File: src/rtl/rr_grant_arbiter.sv
// rr_grant_arbiter: round-robin arbiter for one shared single-ported datapath.
// The grant is held until the owner ends its transaction, withdraws its
// request, or uses up its hold budget. There is always at least one no-grant
// cycle between two owners, so the downstream enables never overlap.
//
// state   | meaning
// --------+-------------------------------------------------------------
// S_IDLE  | no grant; arbitrate among pending requests
// S_GRANT | one requester owns the resource (gnt_o one-hot)
// S_GAP   | mandatory dead cycle after a release, no grant
module rr_grant_arbiter #(
   parameter int NUM_REQ  = 4,
   parameter int MAX_HOLD = 8,
   parameter int IDW      = $clog2(NUM_REQ)
) (
   input  logic               clk_i,
   input  logic               rst_i,
   input  logic [NUM_REQ-1:0] req_i,
   input  logic               last_i,
   output logic [NUM_REQ-1:0] gnt_o,
   output logic [IDW-1:0]     gnt_id_o,
   output logic               busy_o,
   output logic               preempt_o
);

   localparam int HW = $clog2(MAX_HOLD + 1);
   localparam logic [HW-1:0]      L_MAX_HOLD = HW'(MAX_HOLD);
   localparam logic [IDW-1:0]     L_PTR_RST  = IDW'(NUM_REQ - 1);
   localparam logic [NUM_REQ-1:0] L_ONE      = NUM_REQ'(1);

   typedef enum logic [1:0] {
      S_IDLE  = 2'd0,
      S_GRANT = 2'd1,
      S_GAP   = 2'd2
   } state_t;

   state_t             r_state;
   logic [NUM_REQ-1:0] r_gnt;
   logic [IDW-1:0]     r_gnt_id;
   logic               r_busy;
   logic               r_preempt;
   logic [IDW-1:0]     r_ptr;
   logic [HW-1:0]      r_hold_cnt;

   state_t             w_nxt_state;
   logic [NUM_REQ-1:0] w_nxt_gnt;
   logic [IDW-1:0]     w_nxt_gnt_id;
   logic               w_nxt_busy;
   logic               w_nxt_preempt;
   logic [IDW-1:0]     w_nxt_ptr;
   logic [HW-1:0]      w_nxt_hold;

   logic               w_hi_found;
   logic [IDW-1:0]     w_hi_idx;
   logic [IDW-1:0]     w_lo_idx;
   logic [IDW-1:0]     w_win;
   logic               w_owner_req;
   logic               w_expired;

   // Round-robin pick: lowest requester above ptr, else lowest overall (wrap).
   always_comb begin
      w_hi_found = 1'b0;
      w_hi_idx   = '0;
      w_lo_idx   = '0;
      for (int k = NUM_REQ - 1; k >= 0; k--) begin
         if (req_i[k]) begin
            w_lo_idx = IDW'(k);
            if (k > int'(r_ptr)) begin
               w_hi_found = 1'b1;
               w_hi_idx   = IDW'(k);
            end
         end
      end
      w_win = w_hi_found ? w_hi_idx : w_lo_idx;
   end

   assign w_owner_req = req_i[r_gnt_id];
   assign w_expired   = (r_hold_cnt == L_MAX_HOLD);

   // Next-state and next-output logic; registered outputs hold by default.
   always_comb begin
      w_nxt_state   = r_state;
      w_nxt_gnt     = r_gnt;
      w_nxt_gnt_id  = r_gnt_id;
      w_nxt_busy    = r_busy;
      w_nxt_preempt = 1'b0;
      w_nxt_ptr     = r_ptr;
      w_nxt_hold    = r_hold_cnt;
      case (r_state)
         S_IDLE: begin
            if (|req_i) begin
               w_nxt_state  = S_GRANT;
               w_nxt_gnt    = L_ONE << w_win;
               w_nxt_gnt_id = w_win;
               w_nxt_ptr    = w_win;
               w_nxt_busy   = 1'b1;
               w_nxt_hold   = HW'(1);
            end
         end
         S_GRANT: begin
            if (last_i || !w_owner_req || w_expired) begin
               // last_i wins over expiry, so a coincident end is not a preempt
               w_nxt_state   = S_GAP;
               w_nxt_gnt     = '0;
               w_nxt_busy    = 1'b0;
               w_nxt_preempt = !last_i && w_owner_req && w_expired;
            end else begin
               w_nxt_hold = r_hold_cnt + 1'b1;
            end
         end
         S_GAP: begin
            w_nxt_state = S_IDLE;
            w_nxt_gnt   = '0;
            w_nxt_busy  = 1'b0;
         end
         default: begin
            w_nxt_state = S_IDLE;
            w_nxt_gnt   = '0;
            w_nxt_busy  = 1'b0;
         end
      endcase
   end

   // State and output registers; reset clears outputs without a clock edge.
   always_ff @(posedge clk_i or posedge rst_i) begin
      if (rst_i) begin
         r_state    <= S_IDLE;
         r_gnt      <= '0;
         r_gnt_id   <= '0;
         r_busy     <= 1'b0;
         r_preempt  <= 1'b0;
         r_ptr      <= L_PTR_RST;
         r_hold_cnt <= '0;
      end else begin
         r_state    <= w_nxt_state;
         r_gnt      <= w_nxt_gnt;
         r_gnt_id   <= w_nxt_gnt_id;
         r_busy     <= w_nxt_busy;
         r_preempt  <= w_nxt_preempt;
         r_ptr      <= w_nxt_ptr;
         r_hold_cnt <= w_nxt_hold;
      end
   end

   assign gnt_o     = r_gnt;
   assign gnt_id_o  = r_gnt_id;
   assign busy_o    = r_busy;
   assign preempt_o = r_preempt;

endmodule

File: config.mk
export PLATFORM = sky130hd
export DESIGN_NAME = rr_grant_arbiter
export DESIGN_NICKNAME = d
export VERILOG_FILES = /design/src/rtl/rr_grant_arbiter.sv
export SDC_FILE = /design/constraint.sdc
export NUM_CORES = 1
export LEC_CHECK = 0
export BUFFER_PORTS_ARGS = -buffer_cell sky130_fd_sc_hd__buf_2
export CORE_MARGIN = 2
export CORE_UTILIZATION = 40
export CTS_CLUSTER_DIAMETER = 100
export CTS_CLUSTER_SIZE = 25
export DETAILED_ROUTE_END_ITERATION = 16
export HOLD_SLACK_MARGIN = 0.03
export PLACE_DENSITY = 0.69
export SLEW_MARGIN = 20
export SYNTH_ARGS = -nofsm -noshare
export SYNTH_HDL_FRONTEND = slang
export SYNTH_SLANG_ARGS = --single-unit
File: constraint.sdc
create_clock -name clk_i -period 1.42 [get_ports clk_i]
set_input_delay 0.355 -clock clk_i [delete_from_list [all_inputs] [get_ports clk_i]]
set_output_delay 0.355 -clock clk_i [all_outputs]
set_load 0.01 [all_outputs]
==> summary.md <==
## Run status
• finished with violations — status
• negative setup slack — violated checks

## Timing
• 0.622 — slew margin rel.
• 0 — Fin. Hold Viols
• 7 — final setup violation count
• 0 — max-slew violation count
• 0.566 ns — slew at the pin with the worst max-slew slack
• 0.0998 ns — final-layout worst hold slack
• -0.494 ns — sum of negative setup slack
• 1.53 ns — min cycle time layout
• yes — unrepaired setup endpoints after global routing
• 1.08 — final worst path period share
• 0.653 GHz — maximum frequency from static timing analysis
• 0.00119 ns — skew final
• -0.111 ns — post-layout worst setup margin

## Yosys
• 15 — flops & latches, synth
• 0.469 — sequential cell area fraction in the yosys report
• 28 — number of unique standard cell types used by synthesis
• 0 — EDFF count, synth
• 0 — synth warn
• dfrtp_1 — most frequently used cell type in the post-synthesis netlist
• 1.00 — proportion of register bits with asynchronous set or reset after synthesis
• 10.2 sq um — average cell area after synthesis
• dfrtp_1, dfstp_2, mux2i_1 — top cells by area, synth
• 88 — Net Count, Synth
• dfrtp_1 — most frequently used flop master after synthesis
• 79 — number of instances in the synthesized netlist
• 806 sq um — post-synthesis instance area
• 0.404 — Synth top area share
• dfrtp_1, nor2_1, inv_1 — most instantiated cells after synthesis
• dfrtp_1 — post-synth top area cell

## Placement
• 0.732 — gpl congestion
• 1050 sq um — cell area reported after detailed placement
• 1380 microns — final HPWL from detailed placement
• 14 — IO Port Bufs

## Worst setup path
• -0.11 ns — worst reg-to-reg setup slack
• 4 — path depth of the worst reg2reg path
• flip-flop — nature of the critical path endpoint
• flip-flop to flip-flop — worst setup path category
• nand2b_4, a21oi_2, or4_4, o21a_1 — series of cell instances along the critical path
• dfstp_2 — CP max-delay cell
• simple AND/OR/NAND/NOR gates — critical path's top delay family
• r_ptr[0] — launching point of the worst reg2reg path
• 0.58 ns — delay of the slowest critical-path stage
• 4 — Max FO, Critical Path
• 0 — Crit path buffers/inverters
• flip-flop — crit start category
• 1.72 ns — Arrival @ worst endpoint
• 1.61 ns — data required time at the worst endpoint
• gnt_id_o[0] — Reg-to-Reg End

## Clock network
• 15 — TritonCTS sink count
• 1 — level count of the clock H-tree
• 0.29 ns — clock latency of the later-clocked register in the worst-skew pair
• 2 — maximum number of buffers from clock root to sink
• clkbuf_4 — master cell of the clock root buffer
• built — TritonCTS clock tree
• 3 — total clock buffers created by CTS
• 0.09 ns — clock transition time at the flip-flop clock pins of the worst setup and hold paths
• 0 — # hold bufs at CTS
• 0 — post-CTS setup repair buffer count

## GRT
• 0 — number of antenna violations at the first check in global routing
• 0.179 — global-route usage over all layers
• 0 — grt ovf
• 711 — number of global-route vias before repair
• 16 — pin count of the biggest net entering global routing
• 3170 microns — global-route wire length before repair

## Die
• 48.9 microns — die width
• 2390 sq um — full die area
• 1920 sq um — core area
• 16 — FP Rows
• 0.419 — initial cell density of the core
• 48.9 microns — height of the chip
• 15 — Boundary Pins

## Min path
• input port to async pin — Worst Hold Class

## Detailed routing
• 0 — # DRC
• 56 microns — detailed-routed wire length on met3
• 1760 microns — Detailed Route WL
• 12.7 microns — routed wire length per instance
• 0 — DRT antenna net count
• 4.99 — Via density
• 4 — 1st-pass router iterations
• 801 microns — length of routed wiring on met1
• met4 — highest metal layer with signal wires
• 852 microns — amount of wire on met2 after detailed routing
• 693 — detailed-route via count
• 10 — number of DRC markers in iteration 0

## Layout
• 0.438 — share of cells above drive strength 1
• 176 — fill count
• 122 — final layout net count
• 0 — Diodes inserted
• 35.4% — Syn-to-layout area delta
• 1090 sq um — post-route cell area

## Power and ir drop
• 0.522 — combinational share of power
• 0.355 — Flop pwr share
• 0.123 — share of power burned in the clock network
• 2090 uW — power after layout
• 805 uW — sw power
• 0.386 — fraction of power spent switching nets
• 0.000545 uW — Lkg Pwr
• 1280 uW — internal power of the cells
• 1910 nW/um^2 — Pwr per Cell Area
• 0.000970 V — maximum vdd drop

## Job
• 0 — MaxCap Viol Count

## worst reg2reg max path, cell delays in order, from the launching register on
cell and delay [ns]:
dfstp_2 0.58, nand2b_4 0.14, a21oi_2 0.06, or4_4 0.52, o21a_1 0.13
## worst max-delay path by stage
stage / cells past startpoint / slack [ns] / endpoint / start
finish: 4 / -0.11 / gnt_id_o[0] / r_ptr[0]
global route: 4 / -0.16 / gnt_id_o[0] / r_ptr[0]
CTS: 4 / -0.11 / gnt_id_o[0] / r_ptr[0]
detailed placement: 5 / -0.16 / gnt_o[1] / req_i[3]
global placement: 5 / -0.15 / gnt_o[1] / req_i[3]
floorplan: 4 / -0.01 / gnt_id_o[0] / r_ptr[0]
## metal layers
metal  GRT usage  up-vias
li1            -      345
met1       0.215      329
met2       0.276       14
met3      0.0429        5
met4       0.133        0
met5           0        -
## state kept, by name (all words and copies together) (netlist names)
register / count
gnt_id_o: 2
r_ptr: 2
preempt_o: 1
gnt_o: 4
r_state: 2
r_hold_cnt: 4
## final cells by class
cell class | count | area, sq um | share of cell area
multi-input cells | 58 | 448 | 0.411
clock buffers | 4 | 26.3 | 0.0241
inverters | 6 | 22.5 | 0.0206
flip-flops and latches | 15 | 378 | 0.346
well taps | 27 | 33.8 | 0.0310
repair buffers | 29 | 183 | 0.167
## kinds of logic after synthesis
family,count (synthesis),share of synthesized area
muxes,6,0.0761
buffers and inverters,6,0.0279
adders and majority gates,2,0.0311
and+or+nand+nor,33,0.234
DFF,15,0.469
AOI/OAI and AO/OA,17,0.161
## placed cells by master, fill, tap and decap left out, drive strengths merged
cell    instances
a21boi          1
a21o            3
a21oi           2
a31oi           1
and2            1
and3            1
buf            29
clkbuf          4
dfrtp          13
dfstp           2
ha              2
inv             6
mux2            1
mux2i           5
nand2           6
nand2b          5
nand3           3
nand3b          1
nor2            7
nor2b           3
nor3            2
o21a            3
o21ai           1
o221ai          1
o22ai           1
o32ai           4
or2             2
or4             2
## metrics by stage
stage / setup slack [ns] / std cells / utilization
3_5_place_dp: -0.159 / 135 / 0.546
2_1_floorplan: -0.0122 / 79 / -
3_3_place_gp: -0.151 / 135 / 0.546
4_1_cts: -0.110 / 139 / 0.566
5_1_grt: -0.157 / 139 / 0.568
6_report: -0.111 / 139 / 0.568
## what timing repair did
item,in CTS,in global routing
gates resized for setup,2,2
gates cloned,0,0
endpoints found under the hold margin,0,0
endpoints found under the setup margin,8,10
pin swaps,0,1
## power by group through the flow
stage | combinational, uW | sequential, uW | clock (uW)
floorplan | 552 | 788 | 0
global placement | 1030 | 734 | 0
detailed placement | 1070 | 742 | 0
CTS | 1090 | 735 | 256
global route | 1200 | 766 | 284
finish | 1090 | 740 | 257
(Power assumes the default switching activity.)
